**src/rtl/mem_port_arbiter.sv**
```systemverilog
// rtl/mem_port_arbiter.sv - shares one single-ported, variable-latency memory between fetch and data requesters
module mem_port_arbiter #(
  parameter int ADDR_W       = 32,
  parameter int DATA_W       = 32,
  parameter int STARVE_LIMIT = 4
) (
  input  logic              clk,
  input  logic              rst,
  input  logic              if_req,
  input  logic [ADDR_W-1:0] if_addr,
  input  logic              if_flush,
  output logic [DATA_W-1:0] if_rdata,
  output logic              if_valid,
  output logic              stall_if,
  input  logic              d_req,
  input  logic              d_we,
  input  logic [ADDR_W-1:0] d_addr,
  input  logic [DATA_W-1:0] d_wdata,
  output logic [DATA_W-1:0] d_rdata,
  output logic              d_valid,
  output logic              stall_mem,
  output logic              mem_req,
  output logic              mem_we,
  output logic [ADDR_W-1:0] mem_addr,
  output logic [DATA_W-1:0] mem_wdata,
  input  logic              mem_ready,
  input  logic [DATA_W-1:0] mem_rdata
);

  typedef enum logic [1:0] {IDLE, BUSY_I, BUSY_D} state_t;

  localparam logic [3:0] LIMIT = 4'(STARVE_LIMIT);

  state_t            state, state_nxt;
  logic [3:0]        starve_cnt, starve_nxt;
  logic              drop, drop_nxt;
  logic              grant_i, grant_d;
  logic              done;
  logic [DATA_W-1:0] if_hold, d_hold;

  // Arbitration only happens in IDLE; a BUSY state always returns to IDLE, so
  // back-to-back accesses pay one idle cycle each.
  always_comb begin
    state_nxt  = state;
    starve_nxt = starve_cnt;
    drop_nxt   = drop;
    grant_i    = 1'b0;
    grant_d    = 1'b0;
    case (state)
      IDLE: begin
        drop_nxt = 1'b0;
        if (d_req && (!if_req || starve_cnt < LIMIT)) begin
          grant_d   = 1'b1;
          state_nxt = BUSY_D;
          if (if_req)
            starve_nxt = (starve_cnt < LIMIT) ? starve_cnt + 4'd1 : LIMIT;
          else
            starve_nxt = 4'd0;
        end else if (if_req) begin
          grant_i    = 1'b1;
          state_nxt  = BUSY_I;
          starve_nxt = 4'd0;
        end else begin
          starve_nxt = 4'd0;
        end
      end
      BUSY_I: begin
        if (mem_ready) begin
          state_nxt = IDLE;
          drop_nxt  = 1'b0;
        end else if (if_flush) begin
          drop_nxt = 1'b1;
        end
      end
      BUSY_D: begin
        if (mem_ready)
          state_nxt = IDLE;
      end
      default: state_nxt = IDLE;
    endcase
  end

  assign done      = (state != IDLE) && mem_ready;
  assign mem_req   = (state != IDLE);
  assign d_valid   = (state == BUSY_D) && mem_ready;
  assign if_valid  = (state == BUSY_I) && mem_ready && !drop && !if_flush;
  assign d_rdata   = d_valid ? mem_rdata : d_hold;
  // A flushed fetch still shows the returned word, but only a delivered one is kept.
  assign if_rdata  = ((state == BUSY_I) && mem_ready) ? mem_rdata : if_hold;
  assign stall_if  = if_req & ~if_valid;
  assign stall_mem = d_req & ~d_valid;

  always_ff @(posedge clk or negedge rst) begin
    if (!rst) begin
      state      <= IDLE;
      starve_cnt <= 4'd0;
      drop       <= 1'b0;
      mem_we     <= 1'b0;
      mem_addr   <= '0;
      mem_wdata  <= '0;
      if_hold    <= '0;
      d_hold     <= '0;
    end else begin
      state      <= state_nxt;
      starve_cnt <= starve_nxt;
      drop       <= drop_nxt;
      if (grant_d) begin
        mem_addr  <= d_addr;
        mem_we    <= d_we;
        mem_wdata <= d_wdata;
      end else if (grant_i) begin
        mem_addr  <= if_addr;
        mem_we    <= 1'b0;
        mem_wdata <= '0;
      end else if (done) begin
        mem_we <= 1'b0;
      end
      if (d_valid)
        d_hold <= mem_rdata;
      if (if_valid)
        if_hold <= mem_rdata;
    end
  end

endmodule

```
**config.mk**
```make
export PLATFORM = sky130hd
export DESIGN_NAME = mem_port_arbiter
export DESIGN_NICKNAME = d
export VERILOG_FILES = /design/src/rtl/mem_port_arbiter.sv
export SDC_FILE = /design/constraint.sdc
export NUM_CORES = 1
export LEC_CHECK = 0
export ABC_AREA = 1
export BUFFER_PORTS_ARGS = -buffer_cell sky130_fd_sc_hd__buf_2
export CORE_ASPECT_RATIO = 0.9
export CORE_MARGIN = 2
export CORE_UTILIZATION = 52
export CTS_CLUSTER_DIAMETER = 100
export CTS_CLUSTER_SIZE = 14
export DETAILED_ROUTE_END_ITERATION = 6
export GPL_ROUTABILITY_DRIVEN = 0
export PLACE_DENSITY_LB_ADDON = 0.2
export SLEW_MARGIN = 20
export SYNTH_ARGS = -nofsm -noshare
export SYNTH_HDL_FRONTEND = slang
export SYNTH_SLANG_ARGS = --single-unit
```
**constraint.sdc**
```tcl
create_clock -name clk -period 3.6 [get_ports clk]
set_input_delay 0.54 -clock clk [delete_from_list [all_inputs] [get_ports clk]]
set_output_delay 0.54 -clock clk [all_outputs]
set_load 0.03 [all_outputs]
```
Word-level counts from Yosys, hierarchy flattened
Index checks and enable logic that the tools add are counted.
- output and inout port bits: 134
- flip-flop bits (word level): 136
- $lt $le $gt $ge: 1
- muxes and demuxes: 24
- equal/unequal tests: 5
- bitwise operators: 4
- reductions and logical operators: 18
- add/sub/neg operators: 1
- operators with widths (operator ; count):
    $mux 32 ; 6
    $mux 4 ; 3
    $mux 1 ; 10
    $logic_and 1x1->1 ; 6
    $mux 2 ; 3
    $ne 3x3->1 const B ; 2
    $reduce_bool 2->1 ; 3
    $add 4x1->4 const B ; 1
    $lt 4x3->1 const B ; 1
    $pmux 2 s2 ; 1
    $reduce_and 2->1 ; 2
    $logic_not 1->1 ; 3
    $reduce_bool 3->1 ; 1
    $and 1x1->1 ; 2
    $eq 2x1->1 const B ; 1
    $eq 2x2->1 const B ; 1
    $logic_not 2->1 ; 1
    $ne 2x1->1 const B ; 1
    $not 1->1 ; 2
    $pmux 1 s2 ; 1
    $reduce_or 2->1 ; 1
    $logic_or 1x1->1 ; 1

Depth between registers and ports, before layout
- depth in word-level cells: 7
- mapped depth: 9

Worst setup path after synthesis
Ideal clock, no wire load.
- kind: reg2out
- start point: reg state[0]
- end point: out d_rdata[0]
- cell stages (with the launch flop): 7
- arrival: 1723 ps
- data required time: 3060 ps
- slack: 1337 ps
- buffers on the path: 2
- cell sequence: dfrtp_1 > inv_1 > ha_1 > nand2_1 > buf_2 > clkbuf_1 > o21ai_0
- word-level cells in the longest chain between the ends: 3
- RTL lines (item ; line ; RTL):
    start, declared ; 34 ; state_t state, state_nxt;
    start signal, assigned ; 104 ; state <= state_nxt;
    $eq 2x2->1 ; 85 ; assign d_valid = (state == BUSY_D) && mem_ready;
    $logic_and 1x1->1 ; 85 ;
    $mux 32 ; - ;
    end, declared ; 19 ; output logic [DATA_W-1:0] d_rdata,
Every way passes these cells.

Final worst setup path
- start point: reg state[0]
- end point: out d_rdata[23]
Same word-level chain as after synthesis.

==> impl_metrics.ini <==
[outcome]
status = complete, no violations

[cells_and_area]
syn2layout_area_growth_pct = 30.92
drive_gt1_share_pct = 28.08
antenna_cells = 0
fin_nets = 1224

[clock_tree]
cts_setup_buffers = 0
clk_pin_slew_ps = 60
clk_latency_ps = 410
cts_resized = 0
cts_tree = yes
root_buffer = clkbuf_16
htree_levels = 4
clk_path_buf_depth = 2
cts_buffers = 17
ctsHoldBuffers = 0
clock_sinks = 136

[global_route]
grt_max_degree = 76
grt_pass1_wl_um = 25490
grt_usage_pct = 24.76
grt_antenna_before_repair = 0
grt_pass1_vias = 5197
overflow = 0

[yosys]
yosysSeqAreaShare_pct = 53.56
synth_nets = 976
synthCells = 837
ys_types = 21
yosysWarnings = 0
ys_seq_elements = 136
synth_area_mm2 = 0.006354
avgSynthCellArea_um2 = 7.591

[pwr]
pwr-share-comb_pct = 47.8
powerDensity_mw_per_mm2 = 959.5
power.leakage_nw = 5.225
clkPwrFrac_pct = 20.8
ir_drop_mv = 0.4145
share_seq_of_total_power_pct = 31.5
p_int_mw = 4.287
netSwitchingPower_mw = 3.695
switching_share_pct = 46.29

[sta]
rsz0062_at_grt = false
fmax_mhz = 342.2
fin_crit_sh_pct = 81.17
slew_viol_final = 0
slew_headroom_pct = 30.85
hold_viol_final = 0
skew_ps = 7.623
finalSetupViolCount = 0
setup-tns-final_ps = 0
tightest_slew_ps = 1036
min_period_ps = 2922
fin_ws_ps = 677.7

[critical_path]
critPathMaxStageDelay_ps = 540
r2r_start = starve_cnt[2]$_DFFE_PN0P_
arrival_ps = 2380
ff2ff_path_depth = 4
critPathCaptureType = primary output
crit_required_ps = 3060
cp-start-kind = flip-flop
path_cells = inv_1 -> ha_1 -> nand2_2 -> o21ai_0 -> buf_2
cp-startpoint = state[0]$_DFFE_PN0P_
r2r_end = mem_wdata[5]$_DFFE_PN0P_
crit_slowest_cell = nand2_2
r2r_setup_slack_ps = 1000
cp_max_fo = 65
crit_path_end = d_rdata[23]
critPathKind = reg2out

[drt]
wire_per_inst_um = 12.46
routed_wirelength_um = 15670
final_antenna_net_count = 0
vias = 5823
dr.pass1.iters = 5
drtIter0Drc = 387
drc_errors = 0
vias_per_cell = 4.632

[worst_hold_path]
hold_class = in2async

[floorplan]
pin_count = 269
chipWidth_um = 120.5
dieArea_mm2 = 0.01312
num_rows = 38
core_area_mm2 = 0.01198
fp.dieH_um = 108.9
initial_core_util_pct = 53.03

[job]
cap_violations = 0

[placement]
dpl_worst_slack_ps = 1025
io_buffers = 268
place_hpwl_um = 10920
flip-flops by register name, summed over array words and instances, names as in the netlist:
signal      flops
d_hold         32
if_hold        32
mem_addr       32
mem_wdata      32
starve_cnt      4
state           2
drop            1
mem_we          1
cells in the mapped netlist:
cell type,instances,area (um^2)
o21ai_4,1,16.27
o21ai_1,14,70.07
inv_2,1,3.750
o21ai_2,1,8.760
ha_1,4,50.05
a21oi_1,1,5.000
buf_2,20,100.1
o31ai_1,1,7.510
clkbuf_1,17,63.81
buf_1,4,15.01
nand3_1,33,165.2
inv_1,173,649.4
nand2_1,299,1122
nand3_2,1,10.01
buf_4,4,30.03
o22ai_1,1,6.260
o21ai_0,119,595.6
nand4_1,1,6.260
nor3_1,2,10.01
nor2_1,4,15.01
dfrtp_1,136,3403
cell type report:
class | count | area, um^2
fillers | 1028 | 3664
inverters | 174 | 653.1
multi-input cells | 482 | 2103
well taps | 160 | 200.2
clock inverters | 8 | 97.59
flip-flops and latches | 136 | 3403
repair buffers | 274 | 1393
clock buffers | 23 | 467.9
per-layer routing:
| metal | vias up | GRT usage, % | wire (um) |
|---|---|---|---|
| met1 | 2614 | 32.93 | 6921 |
| met2 | 185 | 39.10 | 7321 |
| met3 | 19 | 7.061 | 1170 |
| met4 | 0 | 8.887 | 254 |
| li1 | 3005 | - | - |
| met5 | - | 0 | 0 |
through the flow:
| step | util [%] | instance area, um^2 | hold slack [ps] | std cells | total power [mW] |
|---|---|---|---|---|---|
| 6_report | 69.42 | 8318 | 137.8 | 1257 | 7.981 |
| 2_1_floorplan | - | 6354 | 244.4 | 837 | 5.228 |
| 5_1_grt | 69.42 | 8318 | 187.9 | 1257 | 8.534 |
| 3_5_place_dp | 64.70 | 7752 | 460.5 | 1226 | 6.362 |
| 3_3_place_gp | 64.70 | 7752 | 459.5 | 1226 | 6.306 |
| 4_1_cts | 69.42 | 8318 | 170.6 | 1257 | 8.049 |
cell usage in the layout (no fill, tap or decap), drive strengths merged:
master and n:
a21oi 1, buf 274, bufinv 2, clkbuf 23
clkinv 6, dfrtp 136, ha 4, inv 174
nand2 299, nand3 34, nand4 1, nor2 4
nor3 2, o21ai 135, o22ai 1, o31ai 1
logic make-up (layout without fill, tap and decap cells):
kind of cell | after synthesis | count (layout) | synth area share (%)
AND/OR/NAND/NOR | 340 | 340 | 20.91
buffers and inverters | 219 | 479 | 13.57
AO/OA/AOI/OAI | 138 | 138 | 11.17
flip-flops | 136 | 136 | 53.56
adder cells (fa/ha/maj) | 4 | 4 | 0.7877
power by group through the flow:
stage,sequential (mW),combinational (mW),clock (mW)
2_1_floorplan,3.16,2.06,0
3_3_place_gp,2.51,3.80,0
3_5_place_dp,2.52,3.84,0
4_1_cts,2.51,3.85,1.69
5_1_grt,2.60,4.17,1.76
6_report,2.51,3.81,1.66
how the worst min path moves through the flow:
stage | startpoint | endpoint | slack (ps) | cells after the start
finish | rst | d_hold[0]$_DFF_PN0_ | 140 | 1
global route | rst | d_hold[14]$_DFF_PN0_ | 190 | 1
CTS | rst | d_hold[0]$_DFF_PN0_ | 170 | 1
detailed placement | mem_addr[26]$_DFFE_PN0P_ | mem_addr[26]$_DFFE_PN0P_ | 460 | 2
global placement | mem_addr[20]$_DFFE_PN0P_ | mem_addr[20]$_DFFE_PN0P_ | 460 | 2
floorplan | rst | d_hold[0]$_DFF_PN0_ | 240 | 0
critical path, delay by kind of cell, from the launching register on:
family / cells / cell delay [ps]
AOI/OAI and AO/OA: 1 / 510
and+or+nand+nor: 1 / 540
adders and majority gates: 1 / 160
DFF: 1 / 400
buffers and inverters: 2 / 360
Power figures use the tool's default switching activity.
